`src/rtl/dsp_post_acc_if.sv`:
```
// dsp_post_acc_if -- operand/result bundle for the DSP post-adder/accumulator.
//   master : drives operands (m_in, c_in, pcin, x_sel, z_sel, sub, cin, in_vld, en_p)
//            and observes results (p, pcout, carryout, p_vld, ovf)
//   slave  : the accumulator itself
interface dsp_post_acc_if #(
  parameter int PW = 48,
  parameter int MW = 36
);
  logic [MW-1:0] m_in;
  logic [PW-1:0] c_in;
  logic [PW-1:0] pcin;
  logic          x_sel;
  logic [1:0]    z_sel;
  logic          sub;
  logic          cin;
  logic          in_vld;
  logic          en_p;
  logic [PW-1:0] p;
  logic [PW-1:0] pcout;
  logic          carryout;
  logic          p_vld;
  logic          ovf;

  modport master (
    output m_in, c_in, pcin, x_sel, z_sel, sub, cin, in_vld, en_p,
    input  p, pcout, carryout, p_vld, ovf
  );

  modport slave (
    input  m_in, c_in, pcin, x_sel, z_sel, sub, cin, in_vld, en_p,
    output p, pcout, carryout, p_vld, ovf
  );
endinterface

```
`src/rtl/dsp_post_acc.sv`:
```
// dsp_post_acc -- DSP post-adder / accumulator (X/Z mux, add/sub with carry, P register).
//   clk  : rising-edge clock
//   rstn : asynchronous reset, active HIGH despite the name (clears all state)
//   bus  : dsp_post_acc_if.slave -- operands in, P/carry/valid/overflow out
// Parameters: PW (P width), MW (product width, < PW), REG_IN (1 = operand register stage).
// Optional feature: define DSP_SAT_EN to saturate P on signed overflow and latch ovf;
// otherwise P wraps modulo 2^PW and ovf is tied low.
module dsp_post_acc #(
  parameter int PW     = 48,
  parameter int MW     = 36,
  parameter int REG_IN = 1
) (
  input logic           clk,
  input logic           rstn,
  dsp_post_acc_if.slave bus
);

  typedef struct packed {
    logic [MW-1:0] m;
    logic [PW-1:0] c;
    logic [PW-1:0] pc;
    logic          xs;
    logic [1:0]    zs;
    logic          sb;
    logic          ci;
    logic          vld;
  } op_t;

  op_t           in_w, s1;
  logic [PW-1:0] p_q, x, z, p_nxt;
  logic [PW:0]   r;
  logic          co_q, vld_q;

  assign in_w = '{m: bus.m_in, c: bus.c_in, pc: bus.pcin, xs: bus.x_sel, zs: bus.z_sel,
                  sb: bus.sub, ci: bus.cin, vld: bus.in_vld};

  // stage 1: optional operand register, shares the P clock enable
  generate
    if (REG_IN != 0) begin : g_reg_in
      always_ff @(posedge clk or posedge rstn) begin
        if (rstn)          s1 <= '0;
        else if (bus.en_p) s1 <= in_w;
      end
    end else begin : g_byp_in
      assign s1 = in_w;
    end
  endgenerate

  // X / Z muxes; Z=P closes the accumulate loop on the live register
  always_comb begin
    x = s1.xs ? {{(PW-MW){s1.m[MW-1]}}, s1.m} : '0;
    case (s1.zs)
      2'b01:   z = s1.pc;
      2'b10:   z = p_q;
      2'b11:   z = s1.c;
      default: z = '0;
    endcase
  end

  // unsigned PW+1 result; bit PW is the carry/borrow out
  always_comb begin
    if (s1.sb) r = {1'b0, z} - ({1'b0, x} + {{PW{1'b0}}, s1.ci});
    else       r = {1'b0, z} + {1'b0, x} + {{PW{1'b0}}, s1.ci};
  end

`ifdef DSP_SAT_EN
  // two guard bits hold the exact signed result; overflow when they disagree with the MSB
  logic [PW+1:0] full;
  logic          ov, ovf_q;

  always_comb begin
    if (s1.sb) full = {{2{z[PW-1]}}, z} - {{2{x[PW-1]}}, x} - {{(PW+1){1'b0}}, s1.ci};
    else       full = {{2{z[PW-1]}}, z} + {{2{x[PW-1]}}, x} + {{(PW+1){1'b0}}, s1.ci};
    ov = !((full[PW+1:PW-1] == 3'b000) || (full[PW+1:PW-1] == 3'b111));
    if (!ov)            p_nxt = r[PW-1:0];
    else if (full[PW+1]) p_nxt = {1'b1, {(PW-1){1'b0}}};
    else                p_nxt = {1'b0, {(PW-1){1'b1}}};
  end

  always_ff @(posedge clk or posedge rstn) begin
    if (rstn)                 ovf_q <= 1'b0;
    else if (bus.en_p && ov)  ovf_q <= 1'b1;
  end

  assign bus.ovf = ovf_q;
`else
  assign p_nxt   = r[PW-1:0];
  assign bus.ovf = 1'b0;
`endif

  always_ff @(posedge clk or posedge rstn) begin
    if (rstn) begin
      p_q   <= '0;
      co_q  <= 1'b0;
      vld_q <= 1'b0;
    end else if (bus.en_p) begin
      p_q   <= p_nxt;
      co_q  <= r[PW];
      vld_q <= s1.vld;
    end else begin
      vld_q <= 1'b0;
    end
  end

  assign bus.p        = p_q;
  assign bus.pcout    = p_q;
  assign bus.carryout = co_q;
  assign bus.p_vld    = vld_q;

endmodule

```
`src/flat_wrapper.sv`:
```
// flat-port wrapper written by rule: the top's interface ports become plain ports
module dsp_post_acc_flat 
#(
  parameter int PW     = 48,
  parameter int MW     = 36,
  parameter int REG_IN = 1
)
  (clk, rstn, bus_m_in, bus_c_in, bus_pcin, bus_x_sel, bus_z_sel, bus_sub, bus_cin, bus_in_vld, bus_en_p, bus_p, bus_pcout, bus_carryout, bus_p_vld, bus_ovf);
  dsp_post_acc_if #(.PW(PW), .MW(MW)) bus_i ();
  input logic clk;
  input logic rstn;
  input wire logic [$bits(bus_i.m_in)-1:0] bus_m_in;
  input wire logic [$bits(bus_i.c_in)-1:0] bus_c_in;
  input wire logic [$bits(bus_i.pcin)-1:0] bus_pcin;
  input wire logic [$bits(bus_i.x_sel)-1:0] bus_x_sel;
  input wire logic [$bits(bus_i.z_sel)-1:0] bus_z_sel;
  input wire logic [$bits(bus_i.sub)-1:0] bus_sub;
  input wire logic [$bits(bus_i.cin)-1:0] bus_cin;
  input wire logic [$bits(bus_i.in_vld)-1:0] bus_in_vld;
  input wire logic [$bits(bus_i.en_p)-1:0] bus_en_p;
  output wire logic [$bits(bus_i.p)-1:0] bus_p;
  output wire logic [$bits(bus_i.pcout)-1:0] bus_pcout;
  output wire logic [$bits(bus_i.carryout)-1:0] bus_carryout;
  output wire logic [$bits(bus_i.p_vld)-1:0] bus_p_vld;
  output wire logic [$bits(bus_i.ovf)-1:0] bus_ovf;
  assign bus_i.m_in = bus_m_in;
  assign bus_i.c_in = bus_c_in;
  assign bus_i.pcin = bus_pcin;
  assign bus_i.x_sel = bus_x_sel;
  assign bus_i.z_sel = bus_z_sel;
  assign bus_i.sub = bus_sub;
  assign bus_i.cin = bus_cin;
  assign bus_i.in_vld = bus_in_vld;
  assign bus_i.en_p = bus_en_p;
  assign bus_p = bus_i.p;
  assign bus_pcout = bus_i.pcout;
  assign bus_carryout = bus_i.carryout;
  assign bus_p_vld = bus_i.p_vld;
  assign bus_ovf = bus_i.ovf;
  dsp_post_acc #(.PW(PW), .MW(MW), .REG_IN(REG_IN)) u_core (.clk(clk), .rstn(rstn), .bus(bus_i));
endmodule
```
`config.mk`:
```
export PLATFORM = sky130hd
export DESIGN_NAME = dsp_post_acc_flat
export DESIGN_NICKNAME = d
export VERILOG_FILES = /design/src/rtl/dsp_post_acc_if.sv /design/src/rtl/dsp_post_acc.sv /design/src/flat_wrapper.sv
export SDC_FILE = /design/constraint.sdc
export NUM_CORES = 1
export LEC_CHECK = 0
export BUFFER_PORTS_ARGS = -buffer_cell sky130_fd_sc_hd__clkbuf_2
export CORE_MARGIN = 4
export CORE_UTILIZATION = 53
export CTS_CLUSTER_DIAMETER = 120
export DETAILED_ROUTE_END_ITERATION = 12
export PLACE_DENSITY_LB_ADDON = 0.2
export REMOVE_ABC_BUFFERS = 1
export SYNTH_ARGS = -nofsm -noshare
export SYNTH_HDL_FRONTEND = slang
export SYNTH_SLANG_ARGS = --single-unit
```
`constraint.sdc`:
```
create_clock -name clk -period 5.42 [get_ports clk]
set_clock_uncertainty 0.2 [all_clocks]
set_input_delay 0.542 -clock clk [delete_from_list [all_inputs] [get_ports clk]]
set_output_delay 0.542 -clock clk [all_outputs]
set_load 0.02 [all_outputs]
```
* Yosys cells after proc, flatten, opt, wreduce, memory -nomap -nowiden
Cells that the tools add are included.
Storage, ports and cells: register bits 188, input bits 141, output and inout bits 99
Operators by class: $add $sub $neg 4, equality and inequality tests 3, muxes and demuxes 4
Operator list (number):
- $pmux 48 s3 | 1
- $add 48x1->49 | 1
- $add 48x48->49 | 1
- $add 49x1->49 | 1
- $mux 49 | 1
- $sub 48x49->49 | 1
- $mux 48 | 1
- $eq 2x2->1 const B | 2
- $eq 2x1->1 const B | 1
- $mux 1 | 1

* Longest topological paths before layout
Gate-level depths: netlist (run 1).
depth after elaboration 5, mapped depth 20, mapped depth without buffers 16

* Least setup slack after synthesis (run 1)
OpenSTA, ideal clock, no wires.
path kind register to register, start reg u_core.s1[4] (netlist bit), end reg u_core.p_q[41], in the netlist u_core.bus.p[41], setup time 122 ps, data arrival time 4239 ps, required time 5098 ps, slack 859 ps, cell stages (with the launch flop) 18, clock period less this slack 4561 ps, cell sequence dfrtp_1 > clkbuf_1 > buf_1 > buf_1 > mux2_2 > a22o_1 > ha_1 > ha_1 > clkbuf_1 > and3_1 > and2_0 > a221o_1 > a31oi_4 > o21ai_2 > a21o_1 > a311o_1 > a21boi_1 > o2bb2ai_1
On the way: cells in the longest elaborated chain, start to end 5
RTL lines:
- start: declaration | line dsp_post_acc.sv:29 | op_t in_w, s1;
- start signal: assignment | line dsp_post_acc.sv:42 | else if (bus.en_p) s1 <= in_w;
- $eq 2x2->1 or $eq 2x1->1 (tied branches) | line dsp_post_acc.sv:52 | case (s1.zs)
- $pmux 48 s3 * | line dsp_post_acc.sv:52
- $add 48x48->49 | line dsp_post_acc.sv:63 | else r = {1'b0, z} + {1'b0, x} + {{PW{1'b0}}, s1.ci};
- $add 49x1->49 | line dsp_post_acc.sv:63
- $mux 49 * | line dsp_post_acc.sv:62 | if (s1.sb) r = {1'b0, z} - ({1'b0, x} + {{PW{1'b0}}, s1.ci});
- end signal: assignment | line dsp_post_acc.sv:97 | p_q <= p_nxt;
- end: declaration | line dsp_post_acc.sv:30 | logic [PW-1:0] p_q, x, z, p_nxt;
Every way passes the cells marked *; elsewhere a longest branch is shown, timed or not. A chain may end at the register's enable or synchronous reset.

* Final worst setup path (run 1)
start reg u_core.s1[4] (netlist bit), end reg u_core.p_q[34], in the netlist u_core.bus.p[34]
The elaborated chain is that of the path after synthesis.

==> reports/results.ini, run 1 <==
[sta]
setup_ws_ns = 0.3339
fmax_ghz = 0.1966
hold_viol_final = 0
min_period_ns = 5.086
rsz0062_at_grt = no
timing.final.crit_share_pct = 93.84
tightest_slew_ns = 0.8317
setup_viol = 0
slew-limit-headroom_pct = 44.55
slew_viol_final = 0

[routing]
wire_per_inst_um = 19.89
drc = 0
drtPass1Iterations = 5
ant_nets = 0
vias = 13010
routed_wl_um = 44230
drt_iter0_markers = 830
routed_via_density = 5.848

[setup_path]
endpoint = u_core.bus.p[34]
required_ns = 5.61
cp.arrival_ns = 5.27
r2r-start = u_core.s1[4]
critPathLaunch = u_core.s1[4]
timing.rr.end = u_core.bus.p[34]
r2r_cells = 15
path_max_fanout = 21
worstSetupPathType = register to register
endpoint_kind = register
critPathLaunchType = register
worst-r2r-setup-slack_ns = 0.33

[cts]
clk_pin_slew_ns = 0.08
cts-htree-levels = 4
clockBufferDepth = 2
tritoncts = done
cts_root_buffer = clkbuf_16
clock_latency_ns = 0.47
clock_sinks = 188
cts_inserted_buffers = 17

[layout]
design_area_sq_mm = 0.01719
antenna_cells = 0
drive_above_1_share_pct = 27.07
nets = 2111
nFillCells = 2572
syn_to_final_growth_pct = 11.44

[yosys]
yosysSeqAreaShare_pct = 30.50
synth_area_leaders = dfrtp_1, mux2_2, ha_1
synth_edf_count = 0
ys_async_sr_fraction_pct = 100.0
synth_top_area_share_pct = 30.50
synthDistinctLibCells = 81
yosysWarnings = 0
synth_area_sq_mm = 0.01543
yosys_register_bits = 188
syn_avg_cell_area_sq_um = 9.133
synthCells = 1689
yosys.area.top_type = dfrtp_1
synth-main-ff-cell = dfrtp_1

[floorplanning]
io_pins = 240
rows = 62
start_util_pct = 53.74
fp.dieH_um = 178.6
dieWidth_um = 178.6
core_region_area_sq_mm = 0.02870
die_area_sq_mm = 0.03190

[placed_design]
place_hpwl_um = 34200
dpl_worst_slack_ns = 0.3443
placed_area_sq_mm = 0.01661
place_congestion = 0.9786
io_buffers = 238

[global_routing]
antenna_found_initial = 0
grt_pass1_wl_um = 70300
grtUsageTotal_pct = 27.92
overflow = 0
grt_pass1_vias = 13340
grt_max_degree = 121

[pwr]
p_per_area_mw_per_mm2 = 458.6
p_leak_nw = 8.088
ir_worst_vdd_mv = 0.3280

[run]
max_cap_violations = 0

[min_path]
min_path_type = primary input to register

[outcome]
outcome = completed

==> flip-flops by register name (all words and copies together) (netlist names) <==
| name | cells |
|---|---|
| u_core.bus.carryout | 1 |
| u_core.bus.p | 48 |
| u_core.s1 | 138 |
| u_core.bus.p_vld | 1 |
==> final cells by class <==
class / count / area, sq um / area share [%]
tap: 384 / 480.5 / 2.795
multi-input combinational: 1222 / 9495 / 55.23
timing repair buffer: 259 / 1410 / 8.202
clock inverter: 14 / 126.4 / 0.7351
inverter: 139 / 529.3 / 3.079
sequential: 188 / 4711 / 27.40
clock buffer: 18 / 439.2 / 2.555
==> cells in the mapped netlist, types with 4 or more instances <==
cell / instances
inv_1: 138
clkbuf_1: 77
nor2_1: 102
o21ai_0: 50
o31ai_1: 6
buf_4: 49
o21a_1: 21
o2111ai_1: 5
nor3_1: 18
nor2b_1: 8
dfrtp_1: 188
mux2_2: 187
nor4_1: 8
o21bai_1: 15
mux2i_1: 4
a211oi_1: 17
a31oi_1: 18
a21o_1: 48
nand2b_1: 11
nand4_1: 18
o31a_1: 4
a221o_1: 10
nand2_1: 82
and3_1: 10
o21ai_1: 13
fa_1: 4
a21oi_1: 147
ha_1: 139
a22oi_1: 13
xnor2_1: 50
o211ai_1: 18
xor2_1: 27
a22o_1: 36
nand3_1: 19
and2_1: 41
buf_1: 12
==> worst min-delay path by stage <==
stage                       startpoint                to  slack [ns]  cells past startpoint
after global placement    u_core.s1[0]  u_core.bus.p_vld        0.26                      1
after floorplan           u_core.s1[0]  u_core.bus.p_vld        0.25                      1
final                     bus_pcin[21]     u_core.s1[27]        0.10                      2
after global routing      bus_c_in[41]     u_core.s1[95]        0.09                      2
after detailed placement  u_core.s1[0]  u_core.bus.p_vld        0.27                      1
after CTS                 bus_pcin[11]     u_core.s1[17]        0.08                      2
==> routing by layer <==
| metal | vias to the layer above | track usage [%] | part of all wire, % |
|---|---|---|---|
| met4 | 0 | 10.49 | 3.1 |
| met5 | - | 0 | 0 |
| li1 | 6256 | - | - |
| met1 | 6284 | 33.29 | 41 |
| met3 | 83 | 4.091 | 4.4 |
| met2 | 384 | 50.73 | 52 |
==> stage by stage <==
| step | total power, mW | std cells | hold WS, ns | util, % | setup TNS (ns) |
|---|---|---|---|---|---|
| 6_report | 7.885 | 2224 | 0.1026 | 59.90 | 0 |
| 5_1_grt | 8.438 | 2224 | 0.09152 | 59.90 | 0 |
| 4_1_cts | 7.889 | 2224 | 0.08415 | 59.89 | 0 |
| 3_5_place_dp | 6.608 | 2191 | 0.2688 | 57.88 | 0 |
| 3_3_place_gp | 6.578 | 2191 | 0.2623 | 57.88 | 0 |
| 2_1_floorplan | 5.208 | 1549 | 0.2546 | - | -106.60 |
==> worst max-delay path, cell delays in order, from the launching register on <==
cell	delay, ns
dfrtp_4	0.63
nor2b_4	0.20
buf_4	0.24
a22o_1	0.28
ha_1	0.37
ha_1	0.45
o211ai_1	0.14
o21a_1	0.25
a211oi_1	0.45
o21ai_1	0.24
o41ai_1	0.60
a31oi_1	0.30
o21ai_1	0.22
xor2_1	0.17
nand2_1	0.07
a31oi_1	0.18
==> layout by cell type, fill, tap and decap left out, types with 36 or more instances in the layout <==
| cell type | count |
|---|---|
| clkbuf_2 | 237 |
| mux2_2 | 187 |
| dfrtp_1 | 185 |
| a21oi_1 | 147 |
| ha_1 | 139 |
| inv_1 | 137 |
| nor2_1 | 102 |
| nand2_1 | 82 |
| o21ai_0 | 50 |
| xnor2_1 | 50 |
| a21o_1 | 48 |
| and2_1 | 41 |
| a22o_1 | 36 |
==> cells by family after synthesis <==
family	synth area share [%]
muxes	14.06
xor gates and xnor gates	4.372
adders and majority gates	11.79
AOI/OAI and AO/OA	20.68
and+or+nand+nor	10.59
buffers and inverters	7.997
DFF	30.50
other	0.02431
==> power by group <==
group          leakage (nW)  total (mW)  switching (mW)  internal (mW)
Combinational          5.63        4.66            2.85           1.80
Clock                 0.270        1.25           0.636          0.617
Sequential             2.19        1.97           0.295           1.68
Total                  8.09        7.88            3.78           4.10
==> timing repair <==
action / 4_1_cts / 5_1_grt
resized for setup: 0 / 1
setup buffers: 0 / 0
hold buffers: 1 / 0
endpoints found under the setup margin: 0 / 1
endpoints found under the hold margin: 25 / 0
Power figures use the tool's default switching activity.
==> inputs of run 2 (changes only) <==
--- a/config.mk
+++ b/config.mk
@@ -6,8 +6,10 @@
 export NUM_CORES = 1
 export LEC_CHECK = 0
 export BUFFER_PORTS_ARGS = -buffer_cell sky130_fd_sc_hd__clkbuf_2
+export CELL_PAD_IN_SITES_DETAIL_PLACEMENT = 1
+export CELL_PAD_IN_SITES_GLOBAL_PLACEMENT = 1
 export CORE_MARGIN = 4
-export CORE_UTILIZATION = 53
+export CORE_UTILIZATION = 40
 export CTS_CLUSTER_DIAMETER = 120
 export DETAILED_ROUTE_END_ITERATION = 12
 export PLACE_DENSITY_LB_ADDON = 0.2
==> reports/results.ini, run 2 (same netlist as run 1, synthesis figures left out) <==
[setup_path]
critPathLaunchType = register
worst-r2r-setup-slack_ns = 0.52  ; +0.19 ns
required_ns = 5.63  ; +0.02 ns
r2r-start = u_core.s1[4]
endpoint = u_core.bus.p[42]
r2r_cells = 16  ; +1
timing.rr.end = u_core.bus.p[42]
endpoint_kind = register
cp.arrival_ns = 5.11  ; -0.16 ns
critPathLaunch = u_core.s1[4]
path_max_fanout = 35  ; +67%
worstSetupPathType = register to register

[pwr]
total_power_mw = 8.046  ; +2.0%
p_leak_nw = 8.112  ; +0.31%
clockPowerShare_pct = 16.6  ; +0.7 points
seqPwrFrac_pct = 24.6  ; -0.4 points
p_int_mw = 4.192  ; +2.2%
p_sw_share_pct = 47.90  ; -0.091 points
power.switching_mw = 3.855  ; +1.9%
ir_worst_vdd_mv = 0.2529  ; -23%
p_comb_share_pct = 58.8  ; -0.3 points
p_per_area_mw_per_mm2 = 463.0  ; +0.95%

[cts]
cts_resized = 0  ; unchanged
cts_root_buffer = clkbuf_16
cts-htree-levels = 4  ; unchanged
clk_pin_slew_ns = 0.07  ; about the same
cts_hold_buf = 0  ; -1
cts_setup_buffers = 0  ; unchanged
clock_sinks = 188  ; unchanged
tritoncts = done
clock_latency_ns = 0.48  ; about the same
cts_inserted_buffers = 17  ; unchanged
clockBufferDepth = 2  ; unchanged

[sta]
hold_viol_final = 0  ; unchanged
tightest_slew_ns = 0.9444  ; +0.1127 ns
setup_ws_ns = 0.5226  ; +0.1887 ns
setup_viol = 0  ; unchanged
min_period_ns = 4.897  ; -0.1887 ns
rsz0062_at_grt = no
timing.final.crit_share_pct = 90.36  ; -3.5 points
fmax_ghz = 0.2042  ; +3.9%
setup-tns-final_ns = 0  ; unchanged
worst_hold_slack_ns = 0.01667  ; -0.08590 ns
slew-limit-headroom_pct = 37.04  ; -7.5 points
slew_viol_final = 0  ; unchanged

[placed_design]
place_congestion = 0.9246  ; -5.5%
io_buffers = 238  ; unchanged
dp_cells = 2320  ; +5.9%
placed_area_sq_mm = 0.01677  ; +0.97%
dpl_worst_slack_ns = 0.5592  ; +0.2149 ns
place_hpwl_um = 37620  ; +10%

[floorplanning]
io_pins = 240  ; unchanged
die_area_sq_mm = 0.04177  ; +31%
rows = 71  ; +15%
dieWidth_um = 204.4  ; +14%
start_util_pct = 40.76  ; -13 points
fp.dieH_um = 204.4  ; +14%
core_region_area_sq_mm = 0.03784  ; +32%

[routing]
wire_per_inst_um = 20.78  ; +4.5%
drt_iter0_markers = 612  ; -26%
drtPass1Iterations = 5  ; unchanged
routed_via_density = 5.495  ; -6.0%
vias = 12930  ; -0.63%
drc = 0  ; unchanged
routed_wl_um = 48890  ; +11%
ant_nets = 0  ; unchanged

[layout]
top_register = u_core.s1
syn_to_final_growth_pct = 12.65
largest_reg_flops = 138  ; unchanged
design_area_sq_mm = 0.01738  ; +1.1%
drive_above_1_share_pct = 27.10  ; +0.040 points
antenna_cells = 0  ; unchanged
final_cell_mix = clkbuf_2, mux2_2, dfrtp_1
final_common_cell = clkbuf_2
nets = 2112  ; +0.047%
stdcell_count = 2352  ; +5.8%
fin_util_pct = 45.92  ; -14 points

[global_routing]
use_met3_pct = 3.348  ; -0.74 points
overflow = 0  ; unchanged
grt_pass1_wl_um = 77760  ; +11%
use_met1_pct = 30.18  ; -3.1 points
grtUsageTotal_pct = 23.37  ; -4.6 points
grt_busiest_layer = met2
antenna_found_initial = 0  ; unchanged
grt_max_degree = 117  ; -3.3%
grtUsageMet2_pct = 40.96  ; -9.8 points
grt_pass1_vias = 13890  ; +4.2%

[min_path]
min_path_type = primary input to async pin

[outcome]
outcome = completed

[run]
max_cap_violations = 0  ; unchanged

==> run 2: changes by cell type in the layout (fill, tap and decap cells not counted), sizes merged <==
cell and change:
inv +2, clkinvlp -2, buf +2, clkinv -2, bufinv +2, dlygate4sd3 -1
==> run 2: final cells by class <==
| class | count | area, sq um |
|---|---|---|
| clock inverter | 14 | 173.9 |
| fill | 4494 | 20470 |
| tap | 511 | 639.4 |
| clock buffer | 18 | 429.2 |
| inverter | 139 | 529.3 |
| timing repair buffer | 260 | 1403 |
| multi-input combinational | 1222 | 9495 |
| sequential | 188 | 4708 |
==> run 2: worst min-delay path by stage <==
| stage | cells past startpoint | endpoint |
|---|---|---|
| after global routing | 2 | u_core.s1[130] |
| after floorplan | 1 | u_core.bus.p_vld |
| after global placement | 1 | u_core.bus.p_vld |
| final | 2 | u_core.s1[34] |
| after CTS | 2 | u_core.s1[130] |
| after detailed placement | 1 | u_core.bus.p_vld |
==> run 2: power groups by stage <==
stage          registers [mW]  logic, mW  clock network (mW)
2_1_floorplan            2.36       2.84                   0
3_3_place_gp             2.00       4.65                   0
3_5_place_dp             2.01       4.70                   0
4_1_cts                  1.99       4.73                1.38
5_1_grt                  2.03       5.18                1.43
6_report                 1.98       4.73                1.34
==> run 2: per-layer routing <==
layer  part of all wire [%]  vias to the layer above
li1                       -                     6222
met1                     45                     6446
met2                     50                      217
met3                    3.1                       40
met4                    2.0                        0
met5                      0                        -
==> run 2: worst max-delay path: stages (launching register included) <==
cell	delay, ns
dfrtp_2	0.56
buf_12	0.31
mux2_2	0.38
a22oi_1	0.24
fa_1	0.23
inv_1	0.09
fa_1	0.50
nor3_1	0.21
o21a_1	0.25
a211o_1	0.22
a21oi_1	0.13
o2111ai_1	0.37
nand2b_1	0.23
a21oi_1	0.26
mux2_1	0.35
o32ai_1	0.13
a221o_1	0.14
